### src/rtl/ysyx_25020047_pkg.sv
// ysyx_25020047_pkg: LSU opcodes, FSM state encoding and byte-mask width
package ysyx_25020047_pkg;
  localparam logic [2:0] LSU_LW  = 3'd0;
  localparam logic [2:0] LSU_LB  = 3'd1;
  localparam logic [2:0] LSU_LBU = 3'd2;
  localparam logic [2:0] LSU_SW  = 3'd3;
  localparam logic [2:0] LSU_SB  = 3'd4;
  localparam int MASK_W = 4;
  typedef enum logic [1:0] {S_IDLE, S_REQ, S_WAIT, S_RESP} lsu_state_e;
endpackage

### src/rtl/ysyx_25020047_lsu_align.sv
// ysyx_25020047_lsu_align: store lane placement, load byte extract/extend, error detect
module ysyx_25020047_lsu_align
  import ysyx_25020047_pkg::*;
(
  input  logic [2:0]        op,
  input  logic [1:0]        off,
  input  logic [31:0]       wdata,
  input  logic [31:0]       rdata,
  output logic              err,
  output logic [31:0]       st_wdata,
  output logic [MASK_W-1:0] st_wmask,
  output logic [31:0]       ld_data
);
  logic [7:0] ld_byte;
  // Pure lane steering; loads get an all-zero mask so the top can tell reads from writes
  always_comb begin
    err      = op > LSU_SB || ((op == LSU_LW || op == LSU_SW) && off != 2'b00);
    st_wmask = op == LSU_SW ? {MASK_W{1'b1}} : op == LSU_SB ? MASK_W'(1) << off : '0;
    st_wdata = op == LSU_SW ? wdata : op == LSU_SB ? {4{wdata[7:0]}} : 32'h0;
    ld_byte  = rdata[{off, 3'b000} +: 8];
    ld_data  = op == LSU_LW ? rdata : op == LSU_LB ? {{24{ld_byte[7]}}, ld_byte} : {24'h0, ld_byte};
  end
endmodule

### src/rtl/ysyx_25020047_lsu.sv
// ysyx_25020047_lsu: EXU load/store responder; YSYX_25020047_LSU_TIMEOUT_EN adds a WAIT watchdog
module ysyx_25020047_lsu
  import ysyx_25020047_pkg::*;
#(
  parameter int TIMEOUT_CYCLES = 16
) (
  input  logic        clk,
  input  logic        rst_n,
  input  logic        req_valid,
  output logic        req_ready,
  input  logic [2:0]  req_op,
  input  logic [31:0] req_addr,
  input  logic [31:0] req_wdata,
  output logic        mem_valid,
  input  logic        mem_ready,
  output logic        mem_wen,
  output logic [31:0] mem_addr,
  output logic [31:0] mem_wdata,
  output logic [3:0]  mem_wmask,
  input  logic        mem_rvalid,
  input  logic [31:0] mem_rdata,
  output logic        rsp_valid,
  input  logic        rsp_ready,
  output logic [31:0] rsp_rdata,
  output logic        rsp_err
);
  lsu_state_e state_q, state_d;
  logic [2:0] op_q, op_d;
  logic [31:0] addr_q, addr_d, wdata_q, wdata_d, rdata_q, rdata_d;
  logic [MASK_W-1:0] wmask_q, wmask_d;
  logic err_q, err_d;
  logic idle, a_err;
  logic [31:0] a_st_wdata, a_ld;
  logic [MASK_W-1:0] a_st_wmask;
`ifdef YSYX_25020047_LSU_TIMEOUT_EN
  localparam int CNT_W = $clog2(TIMEOUT_CYCLES + 1);
  logic [CNT_W-1:0] cnt_q, cnt_d;
`endif
  assign idle      = state_q == S_IDLE;
  assign req_ready = idle;
  assign mem_valid = state_q == S_REQ;
  assign mem_wen   = mem_valid & |wmask_q;
  assign mem_addr  = {addr_q[31:2], 2'b00};
  assign mem_wdata = wdata_q;
  assign mem_wmask = mem_valid ? wmask_q : '0;
  assign rsp_valid = state_q == S_RESP;
  assign rsp_rdata = rdata_q;
  assign rsp_err   = err_q;
  ysyx_25020047_lsu_align u_align (
    .op       (idle ? req_op : op_q),
    .off      (idle ? req_addr[1:0] : addr_q[1:0]),
    .wdata    (req_wdata),
    .rdata    (mem_rdata),
    .err      (a_err),
    .st_wdata (a_st_wdata),
    .st_wmask (a_st_wmask),
    .ld_data  (a_ld)
  );
  // Next state and captured transaction fields; store lanes are registered at acceptance
  always_comb begin
    state_d = state_q;
    op_d    = op_q;
    addr_d  = addr_q;
    wdata_d = wdata_q;
    wmask_d = wmask_q;
    rdata_d = rdata_q;
    err_d   = err_q;
`ifdef YSYX_25020047_LSU_TIMEOUT_EN
    cnt_d   = cnt_q;
`endif
    case (state_q)
      S_IDLE: if (req_valid) begin
        op_d    = req_op;
        addr_d  = req_addr;
        wdata_d = a_st_wdata;
        wmask_d = a_st_wmask;
        rdata_d = '0;
        err_d   = a_err;
        state_d = a_err ? S_RESP : S_REQ;
      end
      S_REQ: if (mem_ready) begin
        state_d = |wmask_q ? S_RESP : S_WAIT;
`ifdef YSYX_25020047_LSU_TIMEOUT_EN
        cnt_d   = '0;
`endif
      end
      S_WAIT: if (mem_rvalid) begin
        rdata_d = a_ld;
        state_d = S_RESP;
      end
`ifdef YSYX_25020047_LSU_TIMEOUT_EN
      else begin
        cnt_d = cnt_q + 1'b1;
        if (cnt_q == CNT_W'(TIMEOUT_CYCLES - 1)) begin
          err_d   = 1'b1;
          state_d = S_RESP;
        end
      end
`endif
      S_RESP: if (rsp_ready) state_d = S_IDLE;
      default: state_d = S_IDLE;
    endcase
  end
  // State and capture registers; async reset aborts any transaction back to IDLE
  always_ff @(posedge clk or negedge rst_n) begin
    if (!rst_n) begin
      state_q <= S_IDLE;
      op_q    <= '0;
      addr_q  <= '0;
      wdata_q <= '0;
      wmask_q <= '0;
      rdata_q <= '0;
      err_q   <= 1'b0;
    end else begin
      state_q <= state_d;
      op_q    <= op_d;
      addr_q  <= addr_d;
      wdata_q <= wdata_d;
      wmask_q <= wmask_d;
      rdata_q <= rdata_d;
      err_q   <= err_d;
    end
  end
`ifdef YSYX_25020047_LSU_TIMEOUT_EN
  // WAIT-cycle watchdog counter
  always_ff @(posedge clk or negedge rst_n) begin
    if (!rst_n) cnt_q <= '0;
    else cnt_q <= cnt_d;
  end
`endif
endmodule
### config.mk
export PLATFORM = sky130hd
export DESIGN_NAME = ysyx_25020047_lsu
export DESIGN_NICKNAME = d
export VERILOG_FILES = /design/src/rtl/ysyx_25020047_pkg.sv /design/src/rtl/ysyx_25020047_lsu_align.sv /design/src/rtl/ysyx_25020047_lsu.sv
export SDC_FILE = /design/constraint.sdc
export NUM_CORES = 1
export LEC_CHECK = 0
export CORE_UTILIZATION = 35
export CTS_CLUSTER_SIZE = 40
export DETAILED_ROUTE_END_ITERATION = 10
export GPL_TIMING_DRIVEN = 0
export PLACE_DENSITY = 0.7
export SLEW_MARGIN = 20
export SYNTH_ARGS = -nofsm -noshare
export SYNTH_HDL_FRONTEND = slang
export SYNTH_SLANG_ARGS = --single-unit
### constraint.sdc
create_clock -name clk -period 2.45 [get_ports clk]
set_input_delay 0.49 -clock clk [delete_from_list [all_inputs] [get_ports clk]]
set_output_delay 0.49 -clock clk [all_outputs]
set_load 0.02 [all_outputs]
==> reports/metrics.csv <==
stage,metric,value,unit
sta,final-hold-violation-count,0,
worst_setup_path,critical_path_peak_fanout,7,
sta,grt_setup_unrepaired,false,
worst_setup_path,path_class,register to output port,
floorplanning,die_span_in_y,121.2,microns
run,maxCapViolations,0,
worst_setup_path,crit_path_max_incr_delay,640,ps
worst_setup_path,worstSetupStartpointType,register,
logic_synthesis,synth-edff-count,0,
placement,gpl.final_weighted_congestion,0.8632,
global_routing,first_pass_grt_wire_length,22760,microns
worst_setup_path,crit_slowest_cell,clkdlybuf4s50_1,
drt,drt_drc_violations_left,0,
clocking,clk_pin_slew,70,ps
clocking,cts_tree,yes,
logic_synthesis,synth_cells,440,
drt,drt-vias-per-instance,5.119,
placement,detailed_placer_s_ending_hpwl,11010,microns
placement,port-buffer-count,207,
sta,skew,6.158,ps
floorplanning,top_level_ports,210,
clocking,cts-root-to-sink-buffers,2,
status,status,completed,
placement,post_dp_cell_area,7306,sq um
drt,firstDrtPassIters,5,
logic_synthesis,synth_warnings,0,
sta,min_period_over_period,0.9476,
power_and_ir_drop,power_density,1259,nW/um^2
final_layout,syn_to_final_growth,55.82,%
sta,final.min_clock_period,2322,ps
clocking,cts_max_level,3,
drt,via_count,4361,
clocking,clock_latency,350,ps
floorplanning,core_area,13880,sq um
global_routing,grt_start_max_net_pins,58,
global_routing,grt_remaining_overflow,0,
logic_synthesis,synth_seq_area_share,0.5331,
power_and_ir_drop,design_power_total,9759,uW
final_layout,final_net_count,776,
power_and_ir_drop,vdd_drop_max,0.6080,mV
clocking,tritoncts_num_sinks,106,
global_routing,grt_util_all_layers,0.2029,
logic_synthesis,synth.avg_cell_area,11.31,sq um
worst_setup_path,crit_path_cell_trace,inv_1 -> ha_2 -> clkdlybuf4s50_1,
clocking,cts_inserted_buffers,9,
worst_setup_path,worst-endpoint-required,1960,ps
floorplanning,die_area,14700,sq um
drt,route.antenna.remaining_nets,0,
global_routing,first_global_vias,4333,
floorplanning,horizontal_extent_of_the_die,121.2,microns
worst_setup_path,critical_path_buf_inv_count,2,
final_layout,drive_gt1_frac,0.1890,
final_layout,design_area,7754,sq um
worst_setup_path,critical_path.top_delay_family,buffers and inverters,
power_and_ir_drop,leakage,0.003409,uW
logic_synthesis,syn_area,4976,sq um
floorplanning,placement_rows,43,
worst_setup_path,crit_arrival,1830,ps
sta,finalSetupViolCount,0,
worst_hold_path,hold_class,input port to async pin,
drt,drtIter0Drc,242,
sta,final-max-slew-violation-count,0,
logic_synthesis,ys_ff_latch,106,
global_routing,antenna_found_initial,0,
sta,maxClockFrequency,430.7,MHz
floorplanning,initial_core_util,0.3585,
drt,wire_per_inst,17.23,microns
final_layout,antenna-diode-count,0,
logic_synthesis,dominantRegCellSynth,dfrtp_1,
worst_setup_path,worstSetupEndpointType,output port,
drt,route.final.wire_length,14680,microns
clocking,clock_tree.root_cell,clkbuf_16,
logic_synthesis,synthArstFlopShare,1.000,
clocking,postCtsHoldBufs,0,
logic_synthesis,yosys.cell_types.count,46,
registers in the layout (all words and copies together), names as in the netlist:
| register | cells |
|---|---|
| addr_q | 32 |
| mem_wdata | 32 |
| rsp_rdata | 32 |
| wmask_q | 4 |
| op_q | 3 |
| state_q | 2 |
| rsp_err | 1 |
through the flow:
step / util / hold slack [ps] / setup slack, ps / cells / setup TNS, ps
after floorplan: - / 194.4 / 252.4 / 441 / 0
after global placement: 0.5242 / 458.2 / -3060 / 828 / -325230
after detailed placement: 0.5263 / 465.3 / -133.8 / 829 / -2874
after CTS: 0.5512 / 88.29 / -8.795 / 846 / -8.795
after global routing: 0.5586 / 99.85 / 14.85 / 852 / 0
final: 0.5586 / 63.22 / 128.3 / 852 / 0
path summary, 6_finish.rpt:
kind,cells after the start,startpoint,endpoint,slack [ps]
max,3,state_q[1],mem_valid,130
min,1,rst_n,addr_q[18],60
max reg2reg,8,state_q[0],rsp_rdata[11],150
min reg2reg,2,mem_wdata[21],mem_wdata[21],480
max in group asynchronous,2,rst_n,addr_q[30],1740
min in group clk,2,mem_wdata[21],mem_wdata[21],480
power breakdown:
group,internal [uW],switching [uW]
Sequential,2420,419
Combinational,2670,2650
Clock,928,668
Total,6020,3740
cell families after synthesis:
logic type,Yosys count,share of synthesized area
compound gates,117,0.1805
other cells,1,0.0007536
simple gates,107,0.1013
buf+inv,67,0.08448
flops,106,0.5331
fa+ha+maj,4,0.01006
mux,38,0.08977
final cells by class:
| cell class | count | area [sq um] |
|---|---|---|
| Tap cell | 180 | 225.2 |
| Timing Repair Buffer | 215 | 2162 |
| Buffer | 58 | 394.1 |
| Multi-Input combinational cell | 268 | 1959 |
| Inverter | 9 | 33.78 |
| Fill cell | 1206 | 6127 |
| Clock inverter | 6 | 87.58 |
| Clock buffer | 10 | 239.0 |
| Sequential cell | 106 | 2653 |
synth_stat cells (all sizes together), types with 2 or more instances:
library cell,instances,area (sq um)
a21oi,5,28.78
dfrtp,106,2653
inv,9,33.78
o41ai,7,61.31
nand2,54,202.7
mux2,37,424.2
clkbuf,11,41.29
ha,4,50.05
nand2b,3,18.77
nor4,4,40.04
a31oi,5,46.29
a221o,24,240.2
and2,8,52.55
o22ai,2,12.51
o21ai,33,168.9
nor3,3,15.01
a22oi,24,180.2
nor2,22,92.59
and3,9,56.30
a211oi,2,27.53
buf,47,345.3
a22o,9,78.83
repair_timing:
action / CTS / global route
setup buffers: 1 / 6
gates resized for setup: 5 / 16
setup endpoints to repair: 34 / 55
pin swaps: 2 / 4
layer usage:
layer  vias to the layer above  routed length, microns  track usage  share of wire
met2                       167                    7224       0.3357           0.49
met3                        20                     971      0.04652          0.066
li1                       2031                       -            -              -
met5                         -                       0            0              0
met1                      2143                    6210       0.2551           0.42
met4                         0                     274      0.08256          0.019
cells in the final DEF, fill, tap and decap left out, types with 3 or more instances in the layout:
cell             count
clkbuf_16            9
o21ai_0             27
dfrtp_1            106
a221o_1             24
mux2_2              35
nor2_4               3
nor3_1               3
clkbuf_1             9
and2_1               7
dlymetal6s2s_1       4
nand2_1             54
buf_2                7
a22oi_1             24
buf_6                5
nand2b_1             3
a21oi_1              3
and3_1               9
clkdlybuf4s50_1    201
buf_4               41
inv_1                9
o41ai_1              6
o21ai_1              5
nor4_1               3
a31oi_1              4
a22o_1               9
nor2_1              19
No activity file was read; power rests on OpenSTA's default activity.
